**src/rtl/except_commit_ctrl.sv**
```systemverilog
// Commit-stage exception/interrupt controller: merges ROB-head exceptions with interrupts, drives cp0, flush and fetch redirect.
// Optional CPU_EXT_INT_SYNC_EN: 2-flop synchroniser on ext_int ahead of the interrupt logic.
package except_commit_pkg;
  typedef struct packed {
    logic       bev;
    logic [7:0] im;
    logic       erl;
    logic       exl;
    logic       ie;
  } cp0_status_t;

  typedef struct packed {
    logic [7:0] ip;
  } cp0_cause_t;

  typedef struct packed {
    cp0_status_t status;
    cp0_cause_t  cause;
    logic [31:0] epc;
    logic [31:0] error_epc;
    logic [31:0] ebase;
  } cp0_regs_t;

  typedef struct packed {
    logic        valid;
    logic        eret;
    logic [4:0]  code;
    logic [31:0] pc;
    logic        delayslot;
    logic [31:0] extra;
  } except_req_t;

  localparam logic [4:0] EXC_INT  = 5'h00;
  localparam logic [4:0] EXC_TLBL = 5'h02;
  localparam logic [4:0] EXC_TLBS = 5'h03;
endpackage

module except_commit_ctrl
  import except_commit_pkg::*;
#(
  parameter int          HW_INT_NUM = 6,
  parameter logic [31:0] BEV_VECTOR = 32'hBFC00200
) (
  input  logic                  clk,
  input  logic                  rst_n,
  input  logic                  head_valid,
  input  logic [31:0]           head_pc,
  input  logic                  head_delayslot,
  input  logic                  head_ex_valid,
  input  logic [4:0]            head_ex_code,
  input  logic [31:0]           head_ex_extra,
  input  logic                  head_tlb_refill,
  input  logic                  head_eret,
  input  logic [HW_INT_NUM-1:0] ext_int,
  input  logic                  timer_int,
  input  cp0_regs_t             regs,
  input  logic                  sb_empty,
  output logic                  commit_stall,
  output except_req_t           except_req,
  output logic                  flush,
  output logic                  redirect_valid,
  output logic [31:0]           redirect_pc
);

  typedef enum logic [1:0] {IDLE, FIRE, DRAIN, REDIR} state_t;
  state_t state, state_nxt;

  logic [HW_INT_NUM-1:0] ext_src;
  logic [HW_INT_NUM-1:0] hw_ip;
  logic                  int_pending;
  logic                  int_take;
  logic                  ev_take;

  logic        ev_eret_p1;
  logic [4:0]  ev_code_p1;
  logic [31:0] ev_pc_p1;
  logic        ev_ds_p1;
  logic [31:0] ev_extra_p1;
  logic        ev_refill_p1;
  logic [31:0] redir_pc_p2;

  logic unused_regs;
  assign unused_regs = ^{regs.cause.ip[7:2], regs.ebase[11:0], regs.status.im[1:0]};

`ifdef CPU_EXT_INT_SYNC_EN
  logic [HW_INT_NUM-1:0] ext_meta;
  logic [HW_INT_NUM-1:0] ext_sync;
  always_ff @(posedge clk) begin
    if (!rst_n) begin
      ext_meta <= '0;
      ext_sync <= '0;
    end else begin
      ext_meta <= ext_int;
      ext_sync <= ext_meta;
    end
  end
  assign ext_src = ext_sync;
`else
  assign ext_src = ext_int;
`endif

  // Timer shares the top hardware line, as cause.ip[7] does on cp0.
  assign hw_ip       = ext_src | {timer_int, {(HW_INT_NUM-1){1'b0}}};
  assign int_pending = (|(hw_ip & regs.status.im[HW_INT_NUM+1:2])) & regs.status.ie &
                       ~regs.status.exl & ~regs.status.erl;
  assign int_take    = int_pending & ~head_delayslot;
  assign ev_take     = head_valid & (int_take | head_ex_valid | head_eret);

  function automatic logic [31:0] redirect_target(input logic eret, input logic [4:0] code,
                                                  input logic refill, input cp0_regs_t r);
    logic [31:0] base;
    logic        is_refill;
    base      = r.status.bev ? BEV_VECTOR : {r.ebase[31:12], 12'h000};
    is_refill = ((code == EXC_TLBL) || (code == EXC_TLBS)) && refill && !r.status.exl;
    if (eret)
      return r.status.erl ? r.error_epc : r.epc;
    return is_refill ? base : base + 32'h0000_0180;
  endfunction

  always_ff @(posedge clk) begin
    if (!rst_n) state <= IDLE;
    else        state <= state_nxt;
  end

  always_comb begin
    state_nxt = state;
    case (state)
      IDLE:    if (ev_take) state_nxt = FIRE;
      FIRE:    state_nxt = DRAIN;
      DRAIN:   if (sb_empty) state_nxt = REDIR;
      REDIR:   state_nxt = IDLE;
      default: state_nxt = IDLE;
    endcase
  end

  // p1: event captured at the head; p2: redirect target sampled in FIRE before cp0 updates.
  always_ff @(posedge clk) begin
    if (!rst_n) begin
      ev_eret_p1   <= 1'b0;
      ev_code_p1   <= '0;
      ev_pc_p1     <= '0;
      ev_ds_p1     <= 1'b0;
      ev_extra_p1  <= '0;
      ev_refill_p1 <= 1'b0;
      redir_pc_p2  <= '0;
    end else begin
      if (state == IDLE && ev_take) begin
        ev_eret_p1   <= ~int_take & ~head_ex_valid & head_eret;
        ev_code_p1   <= int_take ? EXC_INT : (head_ex_valid ? head_ex_code : EXC_INT);
        ev_pc_p1     <= head_pc;
        ev_ds_p1     <= head_delayslot;
        ev_extra_p1  <= int_take ? {{(30-HW_INT_NUM){1'b0}}, hw_ip, regs.cause.ip[1:0]}
                                 : head_ex_extra;
        ev_refill_p1 <= ~int_take & head_tlb_refill;
      end
      if (state == FIRE)
        redir_pc_p2 <= redirect_target(ev_eret_p1, ev_code_p1, ev_refill_p1, regs);
    end
  end

  always_comb begin
    except_req     = '0;
    flush          = 1'b0;
    redirect_valid = 1'b0;
    redirect_pc    = '0;
    commit_stall   = (state != IDLE) | ev_take;
    if (state == FIRE) begin
      except_req.valid     = 1'b1;
      except_req.eret      = ev_eret_p1;
      except_req.code      = ev_code_p1;
      except_req.pc        = ev_pc_p1;
      except_req.delayslot = ev_ds_p1;
      except_req.extra     = ev_extra_p1;
      flush                = 1'b1;
    end
    if (state == REDIR) begin
      redirect_valid = 1'b1;
      redirect_pc    = redir_pc_p2;
    end
  end

endmodule

```
**config.mk**
```make
export PLATFORM = sky130hd
export DESIGN_NAME = except_commit_ctrl
export DESIGN_NICKNAME = d
export VERILOG_FILES = /design/src/rtl/except_commit_ctrl.sv
export SDC_FILE = /design/constraint.sdc
export NUM_CORES = 1
export LEC_CHECK = 0
export CAP_MARGIN = 20
export CORE_MARGIN = 4
export CORE_UTILIZATION = 40
export DETAILED_ROUTE_END_ITERATION = 7
export DONT_BUFFER_PORTS = 1
export PLACE_DENSITY_LB_ADDON = 0.1
export SYNTH_ARGS = -nofsm -noshare
export SYNTH_HDL_FRONTEND = slang
export SYNTH_SLANG_ARGS = --single-unit
export TNS_END_PERCENT = 10
```
**constraint.sdc**
```tcl
create_clock -name clk -period 3.6 [get_ports clk]
set_input_delay 0.9 -clock clk [delete_from_list [all_inputs] [get_ports clk]]
set_output_delay 0.9 -clock clk [all_outputs]
set_load 0.05 [all_outputs]
```
======== After elaboration in Yosys (flattened, before gate mapping) ========
Index checks and enable logic that the tools add are counted.
word-level totals
  register bits ........................... 106
operators by class
  add/subtract/negate cells ............... 1
  equal/unequal tests ..................... 7
  bitwise operators ....................... 18
  reductions and logical operators ........ 9
  multiplexer cells ....................... 18
operators by type and width
  operator                                       count
  two-way mux 32 bit                             7
  two-way mux 72 bit                             1
  adder 32 x 9 -> 32 bit, second input constant  1
  == test 5 x 2 -> 1 bit, second input constant  2
  two-way mux 5 bit                              2
  bitwise AND 1 bit                              8
  case mux 2 bit (4 select lines)                1
  bitwise AND 6 bit                              1
  OR 6 bit                                       1
  OR reduction 6 bit                             1
  two-way mux 1 bit                              5
  inverter 1 bit                                 5
  == test 2 bit, second input constant           2
  two-way mux 2 bit                              2
  inequality test 2 bit, second input constant   2
  logical AND 1 bit                              3
  OR 1 bit                                       3
  == test 2 x 1 -> 1 bit, second input constant  1
  logical NOT 2 bit                              1
  AND reduction 2 bit                            1
  nonzero test 2 bit                             1
  logical NOT 1 bit                              1
  logical OR 1 bit                               1

======== Depth between registers and ports, before layout ========
  depth after elaboration ................. 12
  gate-level depth with buffers ........... 8

======== Worst setup path after synthesis ========
No wires, ideal clock.
  path type ............................... input to output
  from .................................... input port regs[106] in the netlist's numbering
  to ...................................... output port commit_stall
  cell stages on the path ................. 5
  arrival time ............................ 2185 ps
  path buffers ............................ 1
  path slack .............................. 515 ps
  required time ........................... 2700 ps
  cells stage by stage .................... buf_6 or4b_4 nand2_1 nand3_1 nand2_1
between the ends
  word-level cells in the longest chain between the ends .. 7
RTL lines
  item                    line  text
  from (decl)             56    input cp0_regs_t regs,
  inverter 1 bit          105   ~regs.status.exl & ~regs.status.erl;
  bitwise AND 1 bit       105
  bitwise AND 1 bit       106   assign int_take = int_pending & ~head_delayslot;
  OR 1 bit (2 in series)  107   assign ev_take = head_valid & (int_take | head_ex_valid | head_eret);
  bitwise AND 1 bit       107
  OR 1 bit                166   commit_stall = (state != IDLE) | ev_take;
  to (decl)               58    output logic commit_stall,
No other way between the ends.

======== Worst setup path in the final report ========
  from .................................... input port ext_int[1]
  to ...................................... output port commit_stall
between the ends
  word-level cells in the longest chain between the ends .. 11
RTL lines
  item                             line  text
  from (decl)                      54    input logic [HW_INT_NUM-1:0] ext_int,
  OR 6 bit                         103   assign hw_ip = ext_src | {timer_int, {(HW_INT_NUM-1){1'b0}}};
  bitwise AND 6 bit                104   assign int_pending = (|(hw_ip & regs.status.im[HW_INT_NUM+1:2])) & regs.status.ie &
  OR reduction 6 bit               104
  bitwise AND 1 bit (2 in series)  104
  bitwise AND 1 bit                105
  bitwise AND 1 bit                106
  OR 1 bit (2 in series)           107
  bitwise AND 1 bit                107
  OR 1 bit                         166
No other way between the ends.

==> results.toml <==
[status]
status = "completed"

[die]
coreArea_um2 = 13240
die-area_um2 = 15470
fp.dieW_um = 124.4
rows = 42
die_h_um = 124.4
initial_core_util_pct = 40.91
ioPinCount = 307

[yosys]
post-synth-top-count-cell = "nand2_1"
synth_area_um2 = 5418
synth.area.top_cells = "dfxtp_1 (39%), and2_1 (12%), nand2_1 (11%), mux2i_1 (11%), a21oi_1 (4.7%)"
synth-main-ff-cell = "dfxtp_1"
synth_top_area_share_pct = 39.17
async_flop_share_pct = 0
synth_seq_area_share_pct = 39.17
synth.distinct_cells = 38
synth_cells = 669
yosys.area.top_type = "dfxtp_1"
yosys_register_bits = 106
synth_area_per_cell_um2 = 8.098
ys_top_cells_by_count = "nand2_1 (163), dfxtp_1 (106), and2_1 (103), mux2i_1 (61), a21oi_1 (51)"
syn_nets = 873
ys_warn_count = 0
synth_edf_count = 0

[sta]
rsz0062_at_grt = "false"
report.final.slew_viol_count = 0
hold_viol = 0
fin_skew_ns = 0.005050
worst_pin_slew_ns = 1.018
slew_headroom_pct = 32.16
layout_min_cycle_time_ns = 2.981
max_freq_mhz = 335.5
tns_ns = 0
layout_setup_ws_ns = 0.6193
setup-violations-final = 0
fin_hold_ws_ns = 0.4502
min_period_over_period_pct = 82.80

[placed_design]
gp_congestion = 0.7889
portBuffers = 0
post-place-ws_ns = 0.5969
dpl.hpwl_um = 11560

[routing]
dr.first_iter.drc_count = 198
detail_route.drc_violations = 0
drt_pass1_iterations = 5
wl_um = 15530
avgViaCountPerCell = 5.442
vias = 4473
wl_per_cell_um = 18.90
antenna_left = 0

[clock_network]
clk_latency_ns = 0.34
clockBufferDepth = 2
clock-root-buffer = "clkbuf_16"
cts_tree = "done"
cts_sinks = 106
ctsHoldBuffers = 0
cts_made_buffers = 9
post_cts_buffers = 0
cts.clk_slew.worst_paths_ns = 0.07
post_cts_resized = 0
htree_levels = 3

[setup_path]
cp-end-kind = "output pin"
max_stage_delay_ns = 0.45
cp_top_family = "simple AND/OR/NAND/NOR gates"
crit_type = "primary input to output pin"
cp.arrival_ns = 2.08
cpMaxStageDelayCell = "a22oi_1"
worst-path-buf-inv = 1
critPathMaxFanout = 4
crit_path_cell_trace = "a22oi_1 > nand4_1 > nand3_1 > nand2_1 > buf_4"
crit_required_ns = 2.70
start_kind = "primary input"

[power]
powerDensity_nw_per_um2 = 686.5
power.leakage_nw = 2.216
ir_drop_mv = 0.2742

[finish]
synthToLayoutAreaGrowth_pct = 6.697
layout-drive-gt1-share_pct = 7.276
antenna_cells = 0
nets = 845

[global_route]
gr-usage-all-layers_pct = 19.37
grt_overflow = 0
grt_pass1_vias = 4524
grt_pass1_wl_um = 24400
antenna_found_initial = 0
grt_max_degree = 84

[min_path]
hold_path.class = "register to register"

[run]
cap_viol_max_count = 0
placed cells by master (no fill, tap or decap), types with 2 or more instances in the layout:
cell and instances:
inv_1 6, clkbuf_8 2, o21ai_2 2, nand2_1 163, nand3_1 4, a21oi_1 51
ha_1 3, buf_4 14, o21ai_0 3, nor2_1 33, a211oi_1 2, a311oi_1 7
a221oi_1 11, nor3_1 12, nand4_1 6, and2_1 103, mux2_2 11, clkbuf_16 9
dfxtp_1 106, clkbuf_1 3, o211ai_1 10, a22oi_1 2, a31oi_1 7, mux2i_1 61
through the flow:
step,instance area (um2),util [%],total power [mW],std cells
6_report,5781,43.65,3.968,822
5_1_grt,5781,43.65,4.243,822
4_1_cts,5781,43.65,4.034,822
3_5_place_dp,5482,41.39,3.022,806
3_3_place_gp,5482,41.39,2.988,806
2_1_floorplan,5418,-,2.805,669
worst min-delay path, stage by stage (launching register included):
cell	delay, ns
dfxtp_1	0.31
nand2_1	0.05
a21oi_1	0.05
area by class of cell:
class / count / area [um2]
fillers: 1389 / 7462
multi-input cells: 504 / 3012
flip-flops and latches: 106 / 2122
clock buffers: 14 / 264.0
well taps: 176 / 220.2
repair buffers: 14 / 105.1
clock inverters: 2 / 35.03
inverters: 6 / 22.52
report_power, final:
group          leakage, nW  switching (mW)  internal [mW]
logic                 1.20           0.985          0.423
clock network        0.147           0.420          0.578
registers            0.867           0.127           1.44
total                 2.22            1.53           2.44
path summary, 6_finish.rpt:
kind | from | endpoint | slack, ns | cells after the start
setup / recovery | ext_int[1] | commit_stall | 0.62 | 5
hold / removal | ev_extra_p1[9]$_SDFFE_PN0P_ | ev_extra_p1[9]$_SDFFE_PN0P_ | 0.45 | 2
setup reg to reg | state[1]$_SDFFE_PN0P_ | ev_extra_p1[15]$_SDFFE_PN0P_ | 1.52 | 6
hold reg to reg | ev_extra_p1[9]$_SDFFE_PN0P_ | ev_extra_p1[9]$_SDFFE_PN0P_ | 0.45 | 2
kinds of logic after synthesis:
group           Yosys count  share of synthesized area, %
compound gates          101                         12.15
fa+ha+maj                 4                        0.9238
buf+inv                  59                         5.728
flops                   106                         39.17
mux                      72                         13.56
simple gates            327                         28.48
state kept, by name, summed over array words and instances, names as in the netlist:
name / count
ev_pc_p1: 32
ev_refill_p1: 1
redir_pc_p2: 32
ev_code_p1: 5
ev_ds_p1: 1
ev_eret_p1: 1
state: 2
ev_extra_p1: 32
per-layer routing:
metal,global-route usage [%],share of wire (%),vias up
met5,0,0,-
met4,7.544,2.3,0
met3,7.247,8.8,21
met2,33.56,49,206
met1,21.48,40,2068
li1,-,-,2178
Note: power is estimated with default switching activity, not from simulation.
